<file path="src/rtl/serial_adder_pkg.sv">
// serial_adder_pkg: shared state encoding and sizing helper for serial_adder.
// Ports: none (package).
package serial_adder_pkg;

  typedef enum logic [1:0] {
    IDLE  = 2'd0,
    SHIFT = 2'd1,
    DONE  = 2'd2
  } state_e;

  function automatic int cnt_w(input int w);
    int c;
    c = $clog2(w);
    return (c < 1) ? 1 : c;
  endfunction

endpackage

</file>
<file path="src/rtl/halfAdder.sv">
// halfAdder: one-bit half adder cell.
// Ports: A, B operands; S sum; C carry.
module halfAdder (
  input  logic A,
  input  logic B,
  output logic S,
  output logic C
);

  assign S = A ^ B;
  assign C = A & B;

endmodule

</file>
<file path="src/rtl/serial_adder_full_adder_bit.sv">
// full_adder_bit: one-bit full adder from two halfAdder cells and an OR.
// Ports: a, b, ci inputs; s sum; co carry out.
module full_adder_bit (
  input  logic a,
  input  logic b,
  input  logic ci,
  output logic s,
  output logic co
);

  logic s0;
  logic c0;
  logic c1;

  halfAdder u_ha0 (
    .A(a),
    .B(b),
    .S(s0),
    .C(c0)
  );

  halfAdder u_ha1 (
    .A(s0),
    .B(ci),
    .S(s),
    .C(c1)
  );

  assign co = c0 | c1;

endmodule

</file>
<file path="src/rtl/serial_adder.sv">
// serial_adder: bit-serial W-bit adder, LSB first, valid/ready on both sides.
// Ports: clk, rst; in_valid/in_ready, a, b, cin; out_valid/out_ready, sum, cout; busy.
module serial_adder
  import serial_adder_pkg::*;
#(
  parameter int W = 4
) (
  input  logic         clk,
  input  logic         rst,
  input  logic         in_valid,
  output logic         in_ready,
  input  logic [W-1:0] a,
  input  logic [W-1:0] b,
  input  logic         cin,
  output logic         out_valid,
  input  logic         out_ready,
  output logic [W-1:0] sum,
  output logic         cout,
  output logic         busy
);

  localparam int CW = cnt_w(W);
  localparam logic [CW-1:0] LAST = CW'(W - 1);

  state_e        state_q, state_d;
  logic [W-1:0]  a_sh_q, a_sh_d;
  logic [W-1:0]  b_sh_q, b_sh_d;
  logic [W-1:0]  sum_sh_q, sum_sh_d;
  logic [W-1:0]  sum_q, sum_d;
  logic          carry_q, carry_d;
  logic          cout_q, cout_d;
  logic [CW-1:0] count_q, count_d;

  logic fa_s;
  logic fa_co;

  full_adder_bit u_fa (
    .a (a_sh_q[0]),
    .b (b_sh_q[0]),
    .ci(carry_q),
    .s (fa_s),
    .co(fa_co)
  );

  assign in_ready  = (state_q == IDLE);
  assign busy      = (state_q == SHIFT);
  assign out_valid = (state_q == DONE);
  assign sum       = sum_q;
  assign cout      = cout_q;

  always_comb begin
    state_d  = state_q;
    a_sh_d   = a_sh_q;
    b_sh_d   = b_sh_q;
    sum_sh_d = sum_sh_q;
    sum_d    = sum_q;
    carry_d  = carry_q;
    cout_d   = cout_q;
    count_d  = count_q;
    case (state_q)
      IDLE: begin
        if (in_valid) begin
          a_sh_d  = a;
          b_sh_d  = b;
          carry_d = cin;
          count_d = '0;
          state_d = SHIFT;
        end
      end
      SHIFT: begin
        carry_d         = fa_co;
        a_sh_d          = a_sh_q >> 1;
        b_sh_d          = b_sh_q >> 1;
        sum_sh_d        = sum_sh_q >> 1;
        sum_sh_d[W-1]   = fa_s;
        count_d         = count_q + CW'(1);
        if (count_q == LAST) begin
          // Publish on the last shift so sum/cout hold until the next DONE.
          sum_d   = sum_sh_d;
          cout_d  = fa_co;
          state_d = DONE;
        end
      end
      DONE: begin
        if (out_ready) state_d = IDLE;
      end
      default: state_d = IDLE;
    endcase
  end

  always_ff @(posedge clk) begin
    if (rst) begin
      state_q  <= IDLE;
      a_sh_q   <= '0;
      b_sh_q   <= '0;
      sum_sh_q <= '0;
      sum_q    <= '0;
      carry_q  <= 1'b0;
      cout_q   <= 1'b0;
      count_q  <= '0;
    end else begin
      state_q  <= state_d;
      a_sh_q   <= a_sh_d;
      b_sh_q   <= b_sh_d;
      sum_sh_q <= sum_sh_d;
      sum_q    <= sum_d;
      carry_q  <= carry_d;
      cout_q   <= cout_d;
      count_q  <= count_d;
    end
  end

endmodule

</file>
<file path="config.mk">
export PLATFORM = sky130hd
export DESIGN_NAME = serial_adder
export DESIGN_NICKNAME = d
export VERILOG_FILES = /design/src/rtl/serial_adder_pkg.sv /design/src/rtl/halfAdder.sv /design/src/rtl/serial_adder_full_adder_bit.sv /design/src/rtl/serial_adder.sv
export SDC_FILE = /design/constraint.sdc
export NUM_CORES = 1
export LEC_CHECK = 0
export CAP_MARGIN = 20
export CORE_MARGIN = 10
export CORE_UTILIZATION = 50
export DETAILED_ROUTE_END_ITERATION = 8
export GPL_TIMING_DRIVEN = 1
export HOLD_SLACK_MARGIN = 0.03
export PLACE_DENSITY_LB_ADDON = 0.08
export SYNTH_ARGS = -nofsm -noshare
export SYNTH_HDL_FRONTEND = slang
export SYNTH_HIERARCHICAL = 1
export SYNTH_SLANG_ARGS = --single-unit
</file>
<file path="constraint.sdc">
create_clock -name clk -period 3.9 [get_ports clk]
set_clock_uncertainty 0.1 [all_clocks]
set_input_delay 0.78 -clock clk [delete_from_list [all_inputs] [get_ports clk]]
set_output_delay 0.78 -clock clk [all_outputs]
set_load 0.05 [all_outputs]
</file>
==> flow_metrics.tcl, run 1 <==
set metrics [dict create \
    detailed_place_hpwl_um 1510 \
    worstMarginPinSlew_ns 0.741 \
    grt_pass1_vias 722 \
    vdd_ir_drop_max_mv 0.280 \
    cts_resized 0 \
    nets 138 \
    ys_types 25 \
    final_layout_size_suffix_gt1_share_pct 13.2 \
    tns_ns 0 \
    gp_congestion 0.743 \
    insertion_delay_ns 0.31 \
    drtIter0Drc 25 \
    p_sw_mw 0.110 \
    cts_buffer_depth 2 \
    ys.warnings.count 6 \
    start_util_pct 53.7 \
    finalHoldViolCount 0 \
    rsz0062_at_grt "no" \
    slew-limit-headroom_pct 50.5 \
    slew_viol_final 0 \
    cts_tree "yes" \
    cts-root-buf "clkbuf_4" \
    io_pins 21 \
    p_clk_share_pct 26.1 \
    cp_data_required_time_ns 3.02 \
    cap_violations 0 \
    syn-cell-area_sq_um 937 \
    sequentialPowerShare_pct 58.0 \
    drt_pre_antenna_iters 4 \
    vias 787 \
    pwr-share-comb_pct 16.0 \
    ys_seq_elements 21 \
    io_buffers 20 \
    holdBufCountCts 0 \
    sw_frac_of_total_pct 27.1 \
    power.internal_mw 0.296 \
    end_kind "output port" \
    timing.final.ws_setup_ns 0.906 \
    wl_um 2020 \
    syn_inst 103 \
    r2r_cells 6 \
    nFillCells 160 \
    outcome "completed" \
    timing.final.crit_share_pct 76.8 \
    crit_arrival_ns 2.11 \
    most-common-layout-cells "dfxtp_1 (21), clkdlybuf4s50_1 (20), a21oi_1 (17), nand2_1 (11), nor2_1 (10)" \
    diodes 0 \
    dpl_worst_slack_ns 1.27 \
    critPathKind "flop to output port" \
    hold_path_class "flop to flop" \
    yosys.area.top_type "dfxtp_1" \
    track_usage_pct 10.3 \
    drc_errors 0 \
    synth_fp_nets 119 \
    p_leak_nw 0.463 \
    power.density_nw_per_um2 352 \
    yosys.area.top_type_share_pct 44.9 \
    core.rowCount 15 \
    die_h_um 63.3 \
    cp_max_fo 15 \
    die_x_um 63.3 \
    synth_area_leaders "dfxtp_1 (45%), a21oi_1 (9.1%), o221a_2 (8.4%)" \
    h-tree-depth 1 \
    synth_seq_area_share_pct 44.9 \
    cts.clk_slew.worst_paths_ns 0.12 \
    whs_path_depth 2 \
    setup_viol_count_final 0 \
    startpoint_type "flop" \
    syn_to_final_growth_pct 23.1 \
    grt_max_degree 22 \
    grt_pass1_wl_um 3420 \
    antenna_found_initial 0 \
    cts_sinks 21 \
    gr-total-overflow 0 \
    postCtsSetupRepairBufs 0 \
    cts_buffers 3 \
    core-area_sq_um 1750 \
    wire_per_inst_um 13.8 \
    finalCriticalPeriod_ns 2.99 \
    final_common_cell "dfxtp_1" \
    via_per_inst 5.39 \
    avgSynthCellArea_sq_um 9.10 \
    max_freq_mhz 334 \
    postRouteAntennaNets 0 \
    die_area_sq_um 4010 \
]
-- synthesized netlist by cell type --
cell / count
o21bai_1: 1
a32oi_1: 2
nand3_1: 4
buf_2: 1
inv_4: 1
o221a_2: 7
nand2b_4: 1
or2_1: 1
nor2b_1: 1
dfxtp_1: 21
nand3b_4: 1
a21oi_1: 17
nor2_4: 1
nand2_1: 11
mux2i_1: 3
a22oi_1: 1
nor2_1: 10
nor3_1: 1
inv_1: 8
nand2b_1: 1
clkbuf_1: 2
buf_4: 1
ha_1: 3
nor2_2: 1
buf_6: 2
-- layer usage --
| layer | up-vias | GRT usage (%) | share of wire [%] | wire [um] |
|---|---|---|---|---|
| li1 | 396 | - | - | - |
| met1 | 368 | 11.9 | 45 | 900 |
| met2 | 19 | 16.9 | 48 | 979 |
| met3 | 4 | 3.53 | 5.5 | 112 |
| met4 | 0 | 4.10 | 1.3 | 27 |
| met5 | - | 0 | 0 | 0 |
-- final timing paths --
check,from,to,slack [ns]
worst max-delay path,state_q[0],busy,0.91
worst min-delay path,sum[2],sum[2],0.36
worst max register to register,a_sh_q[0],carry_q,2.35
worst min register to register,sum[2],sum[2],0.36
-- per-stage QoR --
| step | instances | power [mW] | util (%) | hold slack [ns] | cell area [sq um] |
|---|---|---|---|---|---|
| after global routing | 146 | 0.426 | 66.1 | 0.382 | 1150 |
| after detailed placement | 142 | 0.305 | 64.5 | 0.346 | 1130 |
| final | 146 | 0.406 | 66.1 | 0.362 | 1150 |
| after CTS | 146 | 0.409 | 66.1 | 0.363 | 1150 |
| after global placement | 142 | 0.302 | 64.5 | 0.343 | 1130 |
| after floorplan | 103 | 0.283 | - | 0.337 | 937 |
-- power groups by stage --
stage | combinational [mW] | sequential (mW) | clock (mW)
after floorplan | 0.0477 | 0.236 | 0
after global placement | 0.0623 | 0.240 | 0
after detailed placement | 0.0652 | 0.240 | 0
after CTS | 0.0655 | 0.235 | 0.108
after global routing | 0.0716 | 0.237 | 0.118
final | 0.0648 | 0.235 | 0.106
-- cell type report --
class / count / area [sq um] / area share, %
timing repair buffer: 20 / 200 / 17.4
clock inverter: 1 / 5.00 / 0.434
multi-input combinational: 67 / 438 / 38.0
sequential: 21 / 420 / 36.4
tap: 25 / 31.3 / 2.71
clock buffer: 3 / 22.5 / 1.95
inverter: 9 / 36.3 / 3.15
-- flip-flops by register name (all words and copies together) (netlist names) --
| signal | flops |
|---|---|
| a_sh_q | 4 |
| b_sh_q | 4 |
| sum | 4 |
| sum_sh_q | 3 |
| count_q | 2 |
| state_q | 2 |
| carry_q | 1 |
| cout | 1 |
-- logic make-up after synthesis --
logic type / Yosys count / synth area share [%]
and+or+nand+nor: 33 / 18.6
AOI/OAI and AO/OA: 28 / 21.0
DFF: 21 / 44.9
buffers and inverters: 15 / 8.41
muxes: 3 / 3.20
adders and majority gates: 3 / 4.01
-- critical path: stages, from the launching register on --
cell	delay, ns
dfxtp_1	0.67
nand2b_4	0.14
inv_4	0.17
clkdlybuf4s50_1	0.83
(Power assumes the default switching activity.)
==> run 2: changes to the inputs <==
CORE_UTILIZATION = 43   (was 50)
clock period = 2.54 ns   (was 3.9 ns; I/O delays follow)
==> run 2 against run 1 <==
Setup slack got worse by 0.77 ns. Critical path depth decreased by 1. Clock-buffer cell count unchanged. Flip-flop and latch count unchanged. Sequential power increased by 54%. Via count decreased by 2.2%. First-iteration DRC count decreased by 12%. Core utilization decreased by 8.8 points. Non-clock buffer count increased by 1. Die area increased by 11%. Largest cell class unchanged. Largest power group unchanged.
==> flow_metrics.tcl, run 2 (same netlist as run 1, synthesis figures left out) <==
set metrics [dict create \
    rsz0062_at_grt "no" \
    max_freq_mhz 416 \
    finalHoldViolCount 0 \
    wire_per_inst_um 13.1 \
    drtIter0Drc 22 \
    fin_area_sq_um 1160 \
    cts_resized 0 \
    place_area_sq_um 1130 \
    reg2reg_to "carry_q" \
    drt_pre_antenna_iters 4 \
    core.rowCount 16 \
    grt_max_degree 16 \
    slew_viol_final 0 \
    rr_startpoint "a_sh_q[0]" \
    startpoint_type "flop" \
    die_area_sq_um 4450 \
    grt_use_met1_pct 12.1 \
    timing.final.ws_setup_ns 0.138 \
    dpl_worst_slack_ns 0.472 \
    io_buffers 20 \
    crit_arrival_ns 1.79 \
    worstMarginPinSlew_ns 0.522 \
    grt_pass1_wl_um 3220 \
    vias 770 \
    via_per_inst 5.17 \
    detailed_place_hpwl_um 1480 \
    end_kind "output port" \
    cts_sinks 21 \
    use_met2_pct 12.8 \
    drc_errors 0 \
    r2r_cells 6 \
    hold_path_class "flop to flop" \
    cts_tree "yes" \
    io_pins 21 \
    gr-total-overflow 0 \
    vdd_ir_drop_max_mv 0.356 \
    wl_um 1960 \
    setup_viol_count_final 0 \
    cp_max_fo 9 \
    hp-start "sum[2]" \
    nFillCells 192 \
    power.density_nw_per_um2 539 \
    min_to "sum[2]" \
    postRouteAntennaNets 0 \
    grt_pass1_vias 715 \
    tns_ns 0 \
    timing.final.crit_share_pct 94.6 \
    postCtsSetupRepairBufs 0 \
    antenna_found_initial 0 \
    grt_busiest_layer "met2" \
    outcome "completed" \
    cts.clk_slew.worst_paths_ns 0.12 \
    diodes 0 \
    cts_buffer_depth 2 \
    cts_buffers 3 \
    gp_congestion 0.729 \
    h-tree-depth 1 \
    slew-limit-headroom_pct 65.1 \
    syn_to_final_growth_pct 23.6 \
    track_usage_pct 9.23 \
    critPathKind "flop to output port" \
    whs_path_depth 2 \
    final_layout_size_suffix_gt1_share_pct 15.6 \
    nets 139 \
    final_common_cell "dfxtp_1" \
    finalCriticalPeriod_ns 2.40 \
    cap_violations 0 \
    start_util_pct 46.3 \
    die_x_um 66.7 \
    holdBufCountCts 0 \
    die_h_um 66.7 \
    r2r_slack_ns 0.99 \
    insertion_delay_ns 0.31 \
    cp_data_required_time_ns 1.93 \
    core-area_sq_um 2020 \
    cts-root-buf "clkbuf_4" \
    p_leak_nw 0.471 \
    grt_use_met3_pct 4.35 \
    most-common-layout-cells "dfxtp_1 (21), clkdlybuf4s50_1 (18), a21oi_1 (17), nand2_1 (11), nor2_1 (10)" \
]
-- run 2: cell count changes in the layout (fill, tap and decap cells not counted), sizes merged --
cell	previous run	this run
buf	0	3
clkdlybuf4s50	20	18
-- run 2: metrics by stage --
step / hold slack [ns] / util [%] / std cells / power (mW)
after floorplan: 0.337 / - / 103 / 0.435
after global placement: 0.343 / 55.9 / 145 / 0.464
after detailed placement: 0.347 / 55.9 / 145 / 0.468
after CTS: 0.365 / 57.3 / 149 / 0.634
after global routing: 0.384 / 57.3 / 149 / 0.657
final: 0.362 / 57.3 / 149 / 0.625
-- run 2: metal layers --
layer	routed length [um]	share of wire, %
met1	933	48
met2	869	44
met3	142	7.3
met4	9	0.46
met5	0	0
-- run 2: area by class of cell --
class	count	area (sq um)	share of cell area, %
multi-input cells	67	438	37.8
flip-flops and latches	21	420	36.3
repair buffers	21	203	17.5
inverters	9	36.3	3.13
well taps	27	33.8	2.92
clock buffers	3	22.5	1.94
clock inverters	1	5.00	0.432
-- run 2: power by group --
| group | total [mW] | internal, mW | switching (mW) |
|---|---|---|---|
| registers | 0.361 | 0.346 | 0.0145 |
| logic | 0.0990 | 0.0491 | 0.0499 |
| clock network | 0.165 | 0.0588 | 0.106 |
-- run 2: worst max-delay path by stage --
stage | from | to | slack [ns]
3_3_place_gp | state_q[0] | in_ready | 0.49
5_1_grt | state_q[0] | in_ready | 0.04
3_5_place_dp | state_q[0] | in_ready | 0.47
4_1_cts | state_q[0] | in_ready | 0.11
2_1_floorplan | state_q[1] | out_valid | 0.70
6_report | state_q[0] | in_ready | 0.14
-- run 2: critical path, cell delays in order, from the launching register on --
cell             delay [ns]
dfxtp_1                0.47
nor2_4                 0.19
clkdlybuf4s50_1        0.82
==> run 3: changes to the inputs <==
CORE_ASPECT_RATIO = 1.1   (was unset)
CORE_UTILIZATION = 50   (was 43)
SETUP_SLACK_MARGIN = 0.1   (was unset)
clock period = 3.1 ns   (was 2.54 ns; I/O delays follow)
==> run 3 against run 2 <==
Cell area shrank 1.2%. Largest cell class unchanged. Total power down 18%. Combinational power down 18%. Clock power decreased by 19%. Final cell count shrank 6.7%. Sequential share of layout area grew 0.44 points. Register-to-register slack better by 0.57 ns. Clock-buffer cell count unchanged.
==> flow_metrics.tcl, run 3 (same netlist as run 1, synthesis figures left out) <==
set metrics [dict create \
    end_kind "output port" \
    insertion_delay_ns 0.31 \
    hp-start "sum[0]" \
    most-common-layout-cells "dfxtp_1 (21), clkdlybuf4s50_1 (20), a21oi_1 (17), nand2_1 (11), nor2_1 (10)" \
    final_layout_size_suffix_gt1_share_pct 13.2 \
    power.density_nw_per_um2 446 \
    grt_pass1_wl_um 3510 \
    gp_congestion 0.783 \
    wire_per_inst_um 14.7 \
    slew_viol_final 0 \
    p_clk_share_pct 26.1 \
    drc_errors 0 \
    via_per_inst 5.33 \
    vias 741 \
    cts.clk_slew.worst_paths_ns 0.11 \
    nets 138 \
    reg2reg_to "carry_q" \
    die_h_um 65.4 \
    p_leak_nw 0.463 \
    rr_startpoint "a_sh_q[0]" \
    cp_data_required_time_ns 2.38 \
    wl_um 2040 \
    min_to "sum[0]" \
    whs_path_depth 2 \
    drtIter0Drc 15 \
    p_sw_mw 0.139 \
    timing.final.crit_share_pct 90.2 \
    die_area_sq_um 4010 \
    cts_tree "yes" \
    holdBufCountCts 0 \
    io_buffers 20 \
    rsz0062_at_grt "no" \
    antenna_found_initial 0 \
    postCtsSetupRepairBufs 0 \
    grt_pass1_vias 790 \
    outcome "completed" \
    h-tree-depth 1 \
    cts_buffers 3 \
    tns_ns 0 \
    fin_area_sq_um 1140 \
    die_x_um 61.3 \
    r2r_slack_ns 1.56 \
    worstMarginPinSlew_ns 0.720 \
    pwr-share-comb_pct 15.9 \
    diodes 0 \
    hold_path_class "flop to flop" \
    cap_violations 0 \
    core.rowCount 16 \
    final_common_cell "dfxtp_1" \
    cp_max_fo 15 \
    core-area_sq_um 1780 \
    place_area_sq_um 1120 \
    critPathKind "flop to output port" \
    track_usage_pct 11.0 \
    grt_max_degree 22 \
    setup_viol_count_final 0 \
    cts_buffer_depth 2 \
    syn_to_final_growth_pct 22.2 \
    drt_pre_antenna_iters 3 \
    finish.utilization_pct 64.3 \
    cts-root-buf "clkbuf_4" \
    r2r_cells 6 \
    crit_arrival_ns 2.07 \
    io_pins 21 \
    sequentialPowerShare_pct 58.0 \
    detailed_place_hpwl_um 1540 \
    power.internal_mw 0.372 \
    gr-total-overflow 0 \
    cts_sinks 21 \
    startpoint_type "flop" \
    vdd_ir_drop_max_mv 0.266 \
    finalCriticalPeriod_ns 2.79 \
    postRouteAntennaNets 0 \
    max_freq_mhz 358 \
    finalHoldViolCount 0 \
    start_util_pct 52.6 \
    slew-limit-headroom_pct 51.9 \
    cts_resized 0 \
    sw_frac_of_total_pct 27.2 \
]
==> run 3: final cells by class <==
type / count / area (sq um)
fillers: 159 / 637
multi-input cells: 67 / 438
flip-flops and latches: 21 / 420
repair buffers: 20 / 200
inverters: 9 / 36.3
clock buffers: 3 / 22.5
well taps: 18 / 22.5
clock inverters: 1 / 5.00
==> run 3: power groups by stage <==
stage	Clock (mW)	Combinational, mW	Sequential, mW
2_1_floorplan	0	0.0600	0.296
3_3_place_gp	0	0.0800	0.302
3_5_place_dp	0	0.0816	0.303
4_1_cts	0.140	0.0821	0.297
5_1_grt	0.149	0.0901	0.298
6_report	0.134	0.0812	0.296
==> run 3: through the flow <==
step / total power, mW / setup slack, ns / std cells / hold WS, ns
CTS: 0.518 / 0.283 / 139 / 0.369
global placement: 0.382 / 0.687 / 135 / 0.347
global route: 0.537 / 0.206 / 139 / 0.398
floorplan: 0.356 / 1.15 / 103 / 0.337
detailed placement: 0.384 / 0.644 / 135 / 0.349
finish: 0.511 / 0.305 / 139 / 0.364
==> run 3: worst max-delay path by stage <==
stage               startpoint  cells after the start        end  slack, ns
finish              state_q[0]                      3       busy       0.31
floorplan           state_q[1]                      2  out_valid       1.15
detailed placement  state_q[0]                      3       busy       0.64
global route        state_q[0]                      3       busy       0.21
CTS                 state_q[0]                      3       busy       0.28
global placement    state_q[0]                      3       busy       0.69
==> run 3: critical path, cell delays in order, from the launching register on <==
cell and delay [ns]:
dfxtp_1 0.64, nand2b_4 0.14, inv_4 0.16, clkdlybuf4s50_1 0.83
==> run 3: per-layer routing <==
layer	vias up	track usage, %	wire (um)
met3	2	5.00	139
met5	-	0	0
met2	11	17.9	979
li1	392	-	-
met4	0	4.00	17
met1	336	12.2	904
==> edit: new RTL, flow settings as in run 3 <==
Take the reset off `a_sh_q`, `b_sh_q`, `sum_sh_q` and `sum_q` and load them in a clocked block of their own.
--- a/src/rtl/serial_adder.sv
+++ b/src/rtl/serial_adder.sv
@@ -91,24 +91,23 @@
   always_ff @(posedge clk) begin
     if (rst) begin
       state_q  <= IDLE;
-      a_sh_q   <= '0;
-      b_sh_q   <= '0;
-      sum_sh_q <= '0;
-      sum_q    <= '0;
       carry_q  <= 1'b0;
       cout_q   <= 1'b0;
       count_q  <= '0;
     end else begin
       state_q  <= state_d;
-      a_sh_q   <= a_sh_d;
-      b_sh_q   <= b_sh_d;
-      sum_sh_q <= sum_sh_d;
-      sum_q    <= sum_d;
       carry_q  <= carry_d;
       cout_q   <= cout_d;
       count_q  <= count_d;
     end
   end
 
+  always_ff @(posedge clk) begin
+    a_sh_q   <= a_sh_d;
+    b_sh_q   <= b_sh_d;
+    sum_sh_q <= sum_sh_d;
+    sum_q    <= sum_d;
+  end
+
 endmodule
 
Behaviour: differs if rst is asserted again (counterexample within 10 cycles, from zero or initial values and one cycle with rst high); with rst held inactive, the same outputs for 10 cycles.
==> edit against run 3 <==
Total power increased by 3.0%. Synthesized area shrank 8.4%. Wire length down 34%. Sequential cell count did not move. Global-route usage decreased by 3.2 points. Worst setup slack better by 230 ps. Largest power group unchanged. Utilization rose by 4.4 points. Clock power decreased by 7%. Final area shrank 4.4%. Largest cell class is now sequential cells.
==> edit: results (changes against run 3) <==
| Metric | Value |
|---|---|
| Outcome | `finished clean (unchanged)` |
| Sw Share | `21.6% (was 27.2%)` |
| Largest net degree at the start of global routing | `14 (was 22)` |
| Maximum vdd ir drop | `279 µV (was 266 µV)` |
| Final nets | `97 (was 138)` |
| Wire length per cell | `13.9 µm (was 14.7 µm)` |
| Top-count cell post-synth | `edfxtp_1 (was dfxtp_1)` |
| Vias in the first global route | `533 (was 790)` |
| DRT Pass-1 Iters | `4 (was 3)` |
| Number of synthesized flops with an enable pin | `15 (was 0)` |
| Top cells by count, synth | `15 x edfxtp_1, 6 x dfxtp_1, 6 x mux2_2 (was 21 x dfxtp_1, 17 x a21oi_1, 11 x nand2_1)` |
| Gr usage total | `7.81% (was 11.0%)` |
| Synth top area cells | `edfxtp_1 52%, dfxtp_1 14%, mux2_2 7.9% (was dfxtp_1 45%, a21oi_1 9.1%, o221a_2 8.4%)` |
| Vias | `512 (was 741)` |
| Reg2Reg Setup Slack | `1460 ps (was 1560 ps)` |
| Critical Path Source | `state_q[1] (was state_q[0])` |
| Worst Hold End | `sum[0] (unchanged)` |
| Distinct cell type count after synthesis | `21 (was 25)` |
| Post-synthesis sequential area ratio | `66.5% (was 44.9%)` |
| LEAKAGE | `0.414 nW (was 0.463 nW)` |
| DP Wirelength | `1.03 mm (was 1.54 mm)` |
| Placer Congestion | `0.817 (was 0.783)` |
| Min Hold Slack | `331 ps (was 364 ps)` |
| First-pass GRT wire length | `2.40 mm (was 3.51 mm)` |
| Net Count, Synth | `73 (was 119)` |
-- edit: power by group through the flow --
stage                     logic, mW  clock network, mW  registers, mW
final                        0.0676              0.125          0.333
after global routing         0.0758              0.143          0.335
after CTS                    0.0688              0.131          0.334
after detailed placement     0.0681                  0          0.340
after global placement       0.0675                  0          0.339
after floorplan              0.0446                  0          0.336
-- edit: per-layer routing --
metal / vias to the layer above / track usage [%] / part of all wire [%]
met5: - / 0 / 0
met4: 0 / 3.37 / 0
met3: 0 / 5.61 / 15
met2: 25 / 10.5 / 39
met1: 230 / 9.06 / 46
li1: 257 / - / -
-- edit: metrics by stage --
stage | instances | setup WS (ps) | utilization, % | area (µm²) | total power, mW
floorplan | 57 | 1140 | - | 858 | 0.381
global placement | 93 | 893 | 67.0 | 1070 | 0.407
detailed placement | 93 | 845 | 67.0 | 1070 | 0.408
CTS | 97 | 505 | 68.6 | 1090 | 0.534
global route | 97 | 382 | 68.6 | 1090 | 0.554
finish | 97 | 535 | 68.6 | 1090 | 0.526
-- edit: worst max-delay path by stage --
stage                           end  cells after the start  slack (ps)
after floorplan           out_valid                      1        1140
after global placement    out_valid                      2         890
after detailed placement  out_valid                      2         850
after CTS                 out_valid                      2         510
after global routing      out_valid                      2         380
final                     out_valid                      2         530
-- edit: logic make-up after synthesis --
family          share of synthesized area, %
mux                                     10.2
flops                                   66.5
buf+inv                                 3.50
fa+ha+maj                               4.37
compound gates                          5.98
simple gates                            9.48
-- edit: cell type report --
type	instances	area [µm²]
sequential	21	571
fill	122	500
multi-input combinational	31	258
timing repair buffer	21	208
clock buffer	4	26.3
tap	17	21.3
inverter	3	11.3
